===== src/rtl/gpio_pkg.sv =====
// Shared GPIO bank definitions: CSR register offsets relative to BASE_ADDR and the per-instance pin limit.
package gpio_pkg;

  localparam int GPIO_MAX_PINS = 8;

  localparam logic [4:0] GPIO_DIR   = 5'd0;
  localparam logic [4:0] GPIO_OUT   = 5'd1;
  localparam logic [4:0] GPIO_IN    = 5'd2;
  localparam logic [4:0] GPIO_IE    = 5'd3;
  localparam logic [4:0] GPIO_IP    = 5'd4;
  localparam logic [4:0] GPIO_IEDGE = 5'd5;
  localparam logic [4:0] GPIO_NUM_REGS = 5'd6;

endpackage


===== src/rtl/gpio_sync.sv =====
// Two-flop synchroniser, parametrised width, synchronous active-high reset.
// Latency: an input change sampled at edge k appears on q after edge k+1; no backpressure.
module gpio_sync #(
  parameter int WIDTH = 1
) (
  input  logic             clk,
  input  logic             rst,
  input  logic [WIDTH-1:0] d,
  output logic [WIDTH-1:0] q
);

  logic [WIDTH-1:0] sync1_q, sync1_d;
  logic [WIDTH-1:0] sync2_q, sync2_d;

  always_comb begin
    sync1_d = d;
    sync2_d = sync1_q;
  end

  always_ff @(posedge clk) begin
    if (rst) begin
      sync1_q <= '0;
      sync2_q <= '0;
    end else begin
      sync1_q <= sync1_d;
      sync2_q <= sync2_d;
    end
  end

  assign q = sync2_q;

endmodule


===== src/rtl/gpio.sv =====
// GPIO bank on the 5-bit/8-bit CSR bus: DIR/OUT/IN, plus IE/IP/IEDGE edge interrupts when GPIO_IRQ_EN is defined.
// Writes land on the csr_we edge, reads are combinational, IN lags pins by two edges; no backpressure.
module gpio #(
  parameter logic [4:0] BASE_ADDR = 5'h00,
  parameter int         NUM_GPIOS = 8
) (
  input  logic                 clk,
  input  logic                 rst,
  input  logic [4:0]           csr_a,
  input  logic [7:0]           csr_di,
  input  logic                 csr_we,
  output logic [7:0]           csr_do,
  input  logic [NUM_GPIOS-1:0] gpio_in,
  output logic [NUM_GPIOS-1:0] gpio_out,
  output logic [NUM_GPIOS-1:0] gpio_oe,
  output logic                 irq
);

  import gpio_pkg::*;

  localparam int N = NUM_GPIOS;

  // Wraps to a large value for addresses below BASE_ADDR, so one compare covers both ends.
  logic [4:0]   offset;
  logic         hit;
  logic [N-1:0] wdat;
  logic [N-1:0] in_sync;
  logic [N-1:0] rdat;

  assign offset = csr_a - BASE_ADDR;
  assign hit    = offset < GPIO_NUM_REGS;
  assign wdat   = csr_di[N-1:0];

  gpio_sync #(.WIDTH(N)) u_sync (
    .clk (clk),
    .rst (rst),
    .d   (gpio_in),
    .q   (in_sync)
  );

  logic [N-1:0] dir_q, dir_d;
  logic [N-1:0] out_q, out_d;

  always_comb begin
    dir_d = dir_q;
    out_d = out_q;
    if (csr_we && offset == GPIO_DIR) dir_d = wdat;
    if (csr_we && offset == GPIO_OUT) out_d = wdat;
  end

  always_ff @(posedge clk) begin
    if (rst) begin
      dir_q <= '0;
      out_q <= '0;
    end else begin
      dir_q <= dir_d;
      out_q <= out_d;
    end
  end

  assign gpio_oe  = dir_q;
  assign gpio_out = out_q;

`ifdef GPIO_IRQ_EN
  logic [N-1:0] ie_q, ie_d;
  logic [N-1:0] ip_q, ip_d;
  logic [N-1:0] iedge_q, iedge_d;
  logic [N-1:0] prev_q, prev_d;
  logic [1:0]   arm_q, arm_d;
  logic         armed;
  logic [N-1:0] evt;

  // Armed only once prev holds a real pin sample, so a pin high at reset raises nothing.
  always_comb begin
    armed   = arm_q == 2'd3;
    arm_d   = armed ? arm_q : arm_q + 2'd1;
    prev_d  = in_sync;
    evt     = armed ? ((in_sync ^ prev_q) & ~(in_sync ^ iedge_q)) : '0;
    ie_d    = ie_q;
    iedge_d = iedge_q;
    ip_d    = ip_q;
    if (csr_we && offset == GPIO_IE)    ie_d    = wdat;
    if (csr_we && offset == GPIO_IEDGE) iedge_d = wdat;
    if (csr_we && offset == GPIO_IP)    ip_d    = ip_q & ~wdat;
    ip_d = ip_d | evt;
  end

  always_ff @(posedge clk) begin
    if (rst) begin
      ie_q    <= '0;
      ip_q    <= '0;
      iedge_q <= '0;
      prev_q  <= '0;
      arm_q   <= '0;
    end else begin
      ie_q    <= ie_d;
      ip_q    <= ip_d;
      iedge_q <= iedge_d;
      prev_q  <= prev_d;
      arm_q   <= arm_d;
    end
  end

  assign irq = |(ip_q & ie_q);
`else
  assign irq = 1'b0;
`endif

  always_comb begin
    rdat = '0;
    if (hit) begin
      case (offset)
        GPIO_DIR:   rdat = dir_q;
        GPIO_OUT:   rdat = out_q;
        GPIO_IN:    rdat = in_sync;
`ifdef GPIO_IRQ_EN
        GPIO_IE:    rdat = ie_q;
        GPIO_IP:    rdat = ip_q;
        GPIO_IEDGE: rdat = iedge_q;
`endif
        default:    rdat = '0;
      endcase
    end
    csr_do         = '0;
    csr_do[N-1:0]  = rdat;
  end

endmodule


===== config.mk =====
export PLATFORM = sky130hd
export DESIGN_NAME = gpio
export DESIGN_NICKNAME = d
export VERILOG_FILES = /design/src/rtl/gpio_pkg.sv /design/src/rtl/gpio_sync.sv /design/src/rtl/gpio.sv
export SDC_FILE = /design/constraint.sdc
export NUM_CORES = 1
export LEC_CHECK = 0
export ABC_AREA = 1
export BUFFER_PORTS_ARGS = -buffer_cell sky130_fd_sc_hd__clkbuf_2
export CORE_MARGIN = 1
export CORE_UTILIZATION = 48
export CTS_CLUSTER_DIAMETER = 60
export CTS_CLUSTER_SIZE = 30
export DETAILED_ROUTE_END_ITERATION = 7
export PLACE_DENSITY = 0.77
export SYNTH_ARGS = -nofsm -noshare
export SYNTH_HDL_FRONTEND = slang
export SYNTH_HIERARCHICAL = 1
export SYNTH_SLANG_ARGS = --single-unit

===== constraint.sdc =====
create_clock -name clk -period 1.46 [get_ports clk]
set_input_delay 0.292 -clock clk [delete_from_list [all_inputs] [get_ports clk]]
set_output_delay 0.292 -clock clk [all_outputs]
set_load 0.02 [all_outputs]

# After elaboration in Yosys (flattened, before gate mapping)
# Index checks and enable logic that the tools add are counted.
# word_totals
ff_bits	32
latchBits	0
ram_bits	0
mem_bits_ro	0
inputBits	24
word_cells	12
mem_count	0
# op_classes
n_addsub	0
n_mul	0
div_mod_pow	0
order_cmp	1
eq_ne	2
shift	0
n_mux	2
bitwise_logic	0
n_reduce_logical	3
# ops
op	n
$pmux 8 s3	1
$mux 8	1
$eq 5x1->1 const B	1
$eq 5x2->1 const B	1
$logic_not 5->1	1
$lt 5x3->1 const B	1
$logic_and 1x1->1	2

# Depth between registers and ports, before layout
# Gate-level depths: netlist (run 1).
# logic_depth
depth_word	3
depth_mapped	7

# Hierarchy
# Netlist (run 1), hierarchy kept.
# modules_own_cells
module	n_inst	cells_per_inst	area_per_inst_um2	seq_area_each_um2
gpio	1	145	918.4	320.3
gpio_sync	1	50	474.2	320.3

# Worst setup path after synthesis (run 1)
# Ideal clock, no wire load.
# synth_timing
kind	input to output
startpoint	input port csr_a[2]
endpoint	output port csr_do[1]
arrival_time_ns	1.087
required_ns	1.168
path_slack_ns	0.081
stages	6
n_path_buf	1
path_cell_list	nor2_4 buf_6 nand2_2 nor2_2 nand2_1 nand3_1
# synth_via
elab_chain_cells	3
elab_cells_between_ends	6
# synth_rtl
item	line_no	source
start, declared	gpio.sv:9	input logic [4:0] csr_a,
$eq 5x2->1, or another cell as far along	gpio.sv:112	case (offset)
$pmux 8 s3	gpio.sv:112	
$mux 8 *	gpio.sv:111	if (hit) begin
end, declared	gpio.sv:12	output logic [7:0] csr_do,
# Every way passes the cells marked *; elsewhere a longest branch is shown, timed or not.

# Worst setup path in the final report (run 1)
# layout_timing
startpoint	input port csr_a[2]
endpoint	output port csr_do[6]
# Same word-level chain as after synthesis.

==> results.json, run 1 <==
{
  "initial_core_util": 0.505,
  "yosys_warnings": 6,
  "syn-instance-count": 195,
  "clkSinkCount": 32,
  "cts_root_buf": "clkbuf_4",
  "core_mm2": 0.00276,
  "worst_clock_skew_ps": 7.23,
  "highest_layer": "met4",
  "whs_ps": 141,
  "maxSlewViolCount": 0,
  "drtAntennaViolNets": 0,
  "nFillCells": 244,
  "switchingPower_w": 0.000385,
  "dp_slack_ps": 20.4,
  "arrival_ps": 1130,
  "vdd_ir_drop_max_uv": 840,
  "clockPowerShare": 0.380,
  "met3_length_um": 133,
  "syn-cell-area_mm2": 0.00139,
  "finalHoldViolCount": 0,
  "setup_viol": 0,
  "vias_per_cell": 4.50,
  "hold_end": "u_sync/sync1_q[5]",
  "gr-usage-all-layers": 0.196,
  "reg2reg_depth": 4,
  "ys_seq_elements": 32,
  "grt_pass1_vias": 1138,
  "cts.path.max_buffers": 2,
  "final_core_util": 0.652,
  "cts_buffers": 5,
  "setup_slack_ps": 39.5,
  "clkLatencyLatePin_ps": 320,
  "combPwrFrac": 0.087,
  "hold_path_class": "in -> reg",
  "fin_cells": 283,
  "grt_antenna_before_repair": 0,
  "endpoint_kind": "output pin",
  "timing.rr.start": "gpio_out[0]",
  "ios": 49,
  "dp_cells": 275,
  "switching_share": 0.227,
  "hold_buffers": 0,
  "cp.required_ps": 1170,
  "drive_above_1_share": 0.310,
  "htree_levels": 2,
  "clk_pin_slew_worst_paths_ps": 100,
  "fin_crit_sh": 0.973,
  "ys_types": 16,
  "drtPass1Iterations": 4,
  "die_y_um": 55.9,
  "antennaDiodeCount": 0,
  "period_needed_ps": 1420,
  "multi_input_area_um2": 579,
  "syn-num-nets": 219,
  "syn_to_final_growth_pct": 29.2,
  "hold_start": "gpio_in[5]",
  "p_leak_nw": 1.02,
  "grt_overflow": 0,
  "via_count": 1273,
  "wl_met2_mm": 1.33,
  "hold_depth": 3,
  "ff2ff_setup_slack_ps": 750,
  "r2r-end": "gpio_out[0]",
  "cp_max_fo": 10,
  "die-area_mm2": 0.00312,
  "drtIter0Drc": 29,
  "p_per_area_mw_per_mm2": 946,
  "chipWidth_um": 55.9,
  "status": "finished clean",
  "wire_per_inst_um": 9.69,
  "regArea_um2": 641,
  "wirelength_mm": 2.74,
  "ys_seq_area_frac": 0.460,
  "gp_congestion": 0.843,
  "post_synth.cell_area_avg_um2": 7.14,
  "grt_max_degree": 17,
  "io_buffers": 47,
  "nNetsFinal": 275,
  "place_hpwl_mm": 2.00,
  "rows": 19,
  "internal-power_w": 0.00132,
  "startpoint_type": "primary input",
  "max_cap_violations": 0,
  "drc": 0,
  "worstSetupPathType": "in -> out",
  "seq_power_share": 0.534,
  "fmax_mhz": 704,
  "mostFrequentLayoutCells": "nand2_1 (46), nor2_1 (46), clkbuf_2 (39)",
  "cts_tree": "done",
  "grt_pass1_wl_mm": 4.66,
  "wl_met1_mm": 1.24
}
-- metrics by stage --
| step | setup TNS [ps] | area, µm² | total power [W] |
|---|---|---|---|
| after floorplan | 0 | 1390 | 0.00101 |
| after global placement | 0 | 1670 | 0.00107 |
| after detailed placement | 0 | 1670 | 0.00107 |
| after CTS | 0 | 1740 | 0.00171 |
| after global routing | -16.7 | 1800 | 0.00178 |
| final | 0 | 1800 | 0.00170 |
-- area by class of cell --
cell class	count	area share
well taps	31	0.0216
flip-flops and latches	32	0.356
repair buffers	56	0.185
inverters	35	0.0730
clock buffers	6	0.0229
multi-input cells	121	0.322
clock inverters	2	0.0195
-- cells in the mapped netlist --
library cell	n	area (µm²)
nand2_1	46	173
conb_1	1	3.75
inv_1	34	128
buf_6	3	33.8
nand4_1	8	50.1
inv_2	1	3.75
nor2_2	5	31.3
nor2_4	2	22.5
nor2_1	46	173
buf_4	1	7.51
buf_8	1	15.0
dfxtp_1	32	641
nand2_2	3	18.8
nand3_1	8	40.0
nand4_4	2	42.5
buf_2	2	10.0
-- how the worst max path moves through the flow --
stage	slack, ps	start	cells past startpoint	to
3_5_place_dp	20	csr_a[4]	8	csr_do[2]
4_1_cts	10	csr_a[4]	8	csr_do[2]
2_1_floorplan	80	csr_a[2]	6	csr_do[1]
5_1_grt	-6	csr_a[1]	8	csr_do[5]
6_report	40	csr_a[2]	6	csr_do[6]
3_3_place_gp	30	csr_a[4]	8	csr_do[4]
-- critical path: stages --
cell,delay [ps]
clkbuf_2,100
nor2_4,130
buf_4,200
nand4_1,140
nand3_1,100
buf_2,160
-- power groups by stage --
stage | Combinational [W] | Sequential (W) | Clock (W)
3_3_place_gp | 0.000140 | 0.000928 | 0
2_1_floorplan | 0.0000781 | 0.000934 | 0
3_5_place_dp | 0.000142 | 0.000928 | 0
5_1_grt | 0.000165 | 0.000911 | 0.000700
6_report | 0.000148 | 0.000908 | 0.000646
4_1_cts | 0.000144 | 0.000908 | 0.000655
-- layer usage --
| metal | track usage | up-vias |
|---|---|---|
| li1 | - | 687 |
| met1 | 0.227 | 550 |
| met2 | 0.337 | 32 |
| met3 | 0.0488 | 4 |
| met4 | 0.0941 | 0 |
| met5 | 0 | - |
-- flip-flops by register name (all words and copies together), names as in the netlist --
register	flops
gpio_oe	8
gpio_out	8
u_sync/q	8
u_sync/sync1_q	8
-- cell families after synthesis --
kind of cell	Yosys count	share of synthesized area
and+or+nand+nor	120	0.395
buffers and inverters	42	0.142
DFF	32	0.460
other	1	0.00269
-- what timing repair did --
action	CTS	global route
setup endpoints to repair	0	8
resized for setup	0	23
hold endpoints to repair	0	0
buffers inserted	0	0
Note: power is estimated with default switching activity, not from simulation.
==> run 2: changes to the inputs <==
clock period = 1.59 ns   (was 1.46 ns; I/O delays follow)
==> run 2 against run 1 <==
Worst hold slack better by 22 ps. Via count decreased by 0.39%. Die area unchanged. Clock skew down 2.4 ps.
==> results.json, run 2 (synthesized netlist as in run 1, its figures left out) <==
{
  "cp_num_buf_inv": 3,
  "wire_per_inst_um": 9.71,
  "rows": 19,
  "antennaDiodeCount": 0,
  "wirelength_mm": 2.75,
  "endpoint_kind": "output pin",
  "mostFrequentLayoutCells": "clkbuf_2 (47), nand2_1 (46), nor2_1 (46)",
  "cts_root_buf": "clkbuf_4",
  "grt_max_degree": 17,
  "clk_pin_slew_worst_paths_ps": 100,
  "drtPass1Iterations": 4,
  "grt_overflow": 0,
  "htree_levels": 2,
  "place_hpwl_mm": 1.97,
  "via_count": 1268,
  "setup_slack_ps": 98.6,
  "seq_power_share": 0.536,
  "cts_tree": "done",
  "io_buffers": 47,
  "dp_slack_ps": 110,
  "reg2reg_depth": 4,
  "p_leak_nw": 0.990,
  "cts_buffers": 5,
  "setup_viol": 0,
  "nFillCells": 253,
  "initial_core_util": 0.505,
  "fin_tns_setup_ps": 0,
  "multi_input_area_um2": 554,
  "grt_pass1_vias": 1076,
  "chipWidth_um": 55.9,
  "path_depth": 8,
  "crit_chain": "clkbuf_2 > nor2_4 > nand2_2 > nor2_2 > buf_4 > nand2_1 > nand3_1 > clkbuf_2",
  "nNetsFinal": 275,
  "internal-power_w": 0.00121,
  "max_stage_delay_ps": 170,
  "crit_path_start": "csr_a[4]",
  "grt_pass1_wl_mm": 4.49,
  "vdd_ir_drop_max_uv": 836,
  "path_common_cell": "clkbuf_2",
  "drtIter0Drc": 27,
  "r2r-end": "gpio_out[0]",
  "startpoint_type": "primary input",
  "switchingPower_w": 0.000350,
  "cp_max_fo": 6,
  "status": "finished clean",
  "highest_layer": "met4",
  "met3_length_um": 181,
  "fin_crit_sh": 0.938,
  "hold_buffers": 0,
  "final_common_cell": "clkbuf_2",
  "gp_congestion": 0.843,
  "cp.required_ps": 1270,
  "grt_antenna_before_repair": 0,
  "cp-endpoint": "csr_do[2]",
  "switching_share": 0.225,
  "gr-usage-all-layers": 0.190,
  "core_mm2": 0.00276,
  "finalHoldViolCount": 0,
  "place_area_mm2": 0.00167,
  "vias_per_cell": 4.48,
  "arrival_ps": 1170,
  "die_y_um": 55.9,
  "max_cap_violations": 0,
  "worstSetupPathType": "in -> out",
  "drive_above_1_share": 0.302,
  "critPathTopFamily": "buffers and inverters",
  "p_per_area_mw_per_mm2": 893,
  "clkLatencyLatePin_ps": 330,
  "maxSlewViolCount": 0,
  "ctsResizeCount": 0,
  "grt_setup_unrepaired": "false",
  "clockPowerShare": 0.380,
  "wl_met2_mm": 1.25,
  "regArea_um2": 641,
  "period_needed_ps": 1490,
  "ff2ff_setup_slack_ps": 880,
  "ios": 49,
  "combPwrFrac": 0.084,
  "clkSinkCount": 32,
  "critPathSlowestCell": "clkbuf_2",
  "cts.path.max_buffers": 2,
  "timing.rr.start": "gpio_out[0]",
  "die-area_mm2": 0.00312,
  "worst_clock_skew_ps": 4.84,
  "hold_path_class": "in -> reg",
  "syn_to_final_growth_pct": 25.2,
  "wl_met1_mm": 1.26,
  "drc": 0,
  "finalInstanceArea_mm2": 0.00174,
  "post_cts_buffers": 0,
  "drtAntennaViolNets": 0,
  "fmax_mhz": 671
}
==> run 2: final cells by class <==
class                           count  share of cell area
Clock inverter                      2              0.0201
Tap cell                           31              0.0222
Sequential cell                    32               0.367
Multi-Input combinational cell    121               0.318
Inverter                           35              0.0753
Clock buffer                        6              0.0237
Timing Repair Buffer               56               0.174
==> run 2: tightest hold or removal path: stages <==
cell and delay, ps:
clkbuf_2 80, inv_1 40, nor2_1 30
==> run 2: worst min-delay path by stage <==
stage / endpoint / slack [ps] / from / cells after the start
global route: u_sync/sync1_q[0] / 140 / gpio_in[0] / 3
floorplan: u_sync/q[0] / 390 / u_sync/sync1_q[0] / 2
detailed placement: u_sync/q[1] / 400 / u_sync/sync1_q[1] / 2
global placement: u_sync/q[7] / 390 / u_sync/sync1_q[7] / 2
CTS: u_sync/sync1_q[5] / 150 / gpio_in[5] / 3
finish: u_sync/sync1_q[5] / 160 / gpio_in[5] / 3
==> run 2: stage by stage <==
stage               utilization  power (W)  hold WS [ps]  instances
floorplan                     -   0.000929           388        195
global placement          0.605   0.000980           392        275
detailed placement        0.605   0.000983           396        275
CTS                       0.632    0.00157           153        283
global route              0.632    0.00163           141        283
finish                    0.632    0.00156           163        283
==> run 2: power by group through the flow <==
stage | Sequential [W] | Combinational (W) | Clock (W)
floorplan | 0.000857 | 0.0000717 | 0
global placement | 0.000852 | 0.000128 | 0
detailed placement | 0.000852 | 0.000130 | 0
CTS | 0.000834 | 0.000132 | 0.000604
global route | 0.000836 | 0.000146 | 0.000644
finish | 0.000834 | 0.000131 | 0.000592
==> run 2: routing by layer <==
layer	vias to the layer above	global-route usage
met3	7	0.0512
met2	48	0.306
li1	683	-
met5	-	0
met1	530	0.224
met4	0	0.122
==> run 3: changes to the inputs <==
PLACE_DENSITY = 0.89   (was 0.77)
==> run 3 against run 2 <==
Power down 7.1%. Worst hold slack improved by 2.3 ps. Register-to-register slack hardly changed. Global-route usage is 1.2 points higher. Non-clock buffer count decreased by 1. Core utilization decreased by 0.73 points. Critical path type unchanged. Critical endpoint is now csr_do[6].
==> results.json, run 3 (synthesized netlist as in run 1, its figures left out) <==
{
  "status": "finished clean",
  "mostFrequentLayoutCells": "nand2_1 (46), nor2_1 (46), clkbuf_2 (46)",
  "drtPass1Iterations": 4,
  "crit_path_start": "csr_a[4]",
  "wire_per_inst_um": 9.80,
  "grt_max_degree": 17,
  "met2_usage": 0.346,
  "die-area_mm2": 0.00312,
  "hold_end": "u_sync/sync1_q[7]",
  "wirelength_mm": 2.76,
  "cts_tree": "done",
  "chipWidth_um": 55.9,
  "clk_pin_slew_worst_paths_ps": 90,
  "dp_slack_ps": 103,
  "cp_max_fo": 8,
  "ios": 49,
  "cts_root_buf": "clkbuf_4",
  "vias_per_cell": 4.60,
  "gp_congestion": 0.791,
  "hold_path_class": "in -> reg",
  "fin_tns_setup_ps": 0,
  "p_leak_nw": 0.981,
  "combPwrFrac": 0.090,
  "hold_buffers": 0,
  "via_count": 1298,
  "ff2ff_setup_slack_ps": 890,
  "hold_start": "gpio_in[7]",
  "p_per_area_mw_per_mm2": 839,
  "grt.busiest_layer": "met2",
  "clkLatencyLatePin_ps": 330,
  "hold_depth": 3,
  "drive_above_1_share": 0.303,
  "rows": 19,
  "met1_usage": 0.225,
  "worst_clock_skew_ps": 1.79,
  "grt_pass1_vias": 1183,
  "fmax_mhz": 669,
  "period_needed_ps": 1490,
  "place_hpwl_mm": 2.10,
  "arrival_ps": 1180,
  "grt_antenna_before_repair": 0,
  "setup_slack_ps": 95.3,
  "setup_viol": 0,
  "grt_pass1_wl_mm": 4.78,
  "cts_buffers": 5,
  "place_area_mm2": 0.00166,
  "syn_to_final_growth_pct": 23.8,
  "clockPowerShare": 0.333,
  "grt_setup_unrepaired": "false",
  "htree_levels": 2,
  "max_cap_violations": 0,
  "fin_crit_sh": 0.940,
  "initial_core_util": 0.505,
  "vdd_ir_drop_max_uv": 600,
  "antennaDiodeCount": 0,
  "clkSinkCount": 32,
  "internal-power_w": 0.00109,
  "cts.path.max_buffers": 2,
  "startpoint_type": "primary input",
  "final_core_util": 0.625,
  "io_buffers": 47,
  "cp.required_ps": 1270,
  "switching_share": 0.249,
  "die_y_um": 55.9,
  "switchingPower_w": 0.000360,
  "post_cts_buffers": 0,
  "maxSlewViolCount": 0,
  "drtAntennaViolNets": 0,
  "drc": 0,
  "grt_overflow": 0,
  "reg2reg_depth": 4,
  "use_met3": 0.0791,
  "seq_power_share": 0.577,
  "gr-usage-all-layers": 0.202,
  "core_mm2": 0.00276,
  "whs_ps": 165,
  "worstSetupPathType": "in -> out",
  "drtIter0Drc": 38,
  "endpoint_kind": "output pin",
  "nNetsFinal": 274,
  "finalHoldViolCount": 0,
  "finalInstanceArea_mm2": 0.00172,
  "timing.rr.start": "gpio_oe[7]",
  "r2r-end": "gpio_oe[7]"
}
==> run 3: cell types whose count changed in the layout (fill, tap and decap cells not counted) <==
| cell | delta |
|---|---|
| bufinv_16 | -1 |
| clkbuf_2 | -1 |
| clkinv_2 | +1 |
| clkbuf_8 | +1 |
| clkbuf_1 | -1 |
==> run 3: through the flow <==
step	total power [W]	std cells
finish	0.00145	282
global route	0.00151	282
CTS	0.00146	282
detailed placement	0.000983	274
global placement	0.000979	274
floorplan	0.000929	195
==> run 3: metal layers <==
layer	vias up	wire length, µm
met2	32	1360
li1	682	-
met5	-	0
met3	5	190
met1	579	1160
met4	0	44
==> run 3: worst max path at each step <==
| stage | cells after the start | to | slack [ps] |
|---|---|---|---|
| final | 8 | csr_do[6] | 100 |
| after global routing | 8 | csr_do[2] | 3 |
| after CTS | 8 | csr_do[1] | 90 |
| after detailed placement | 8 | csr_do[1] | 100 |
| after global placement | 8 | csr_do[1] | 110 |
| after floorplan | 6 | csr_do[1] | 160 |
==> run 3: worst max-delay path, stage by stage <==
cell      delay (ps)
clkbuf_2         110
nor2_4           110
nand2_2           80
nor2_2            80
buf_4            150
nand2_1           50
nand3_1          100
clkbuf_2         170
==> run 3: repair_timing <==
action                                  in CTS  in global routing
hold endpoints to repair                     0                  0
endpoints found under the setup margin       0                  1
resized for setup                            0                  2
==> run 3: area by class of cell <==
cell class,count,area [µm²]
fill,271,1030
multi-input combinational,121,554
clock inverter,2,10.0
inverter,35,131
tap,31,38.8
clock buffer,6,51.3
timing repair buffer,55,298
sequential,32,641
==> run 3: power by group through the flow <==
stage / combinational (W) / sequential (W) / clock [W]
floorplan: 0.0000717 / 0.000857 / 0
global placement: 0.000127 / 0.000853 / 0
detailed placement: 0.000130 / 0.000853 / 0
CTS: 0.000130 / 0.000835 / 0.000491
global route: 0.000145 / 0.000837 / 0.000532
finish: 0.000130 / 0.000834 / 0.000482
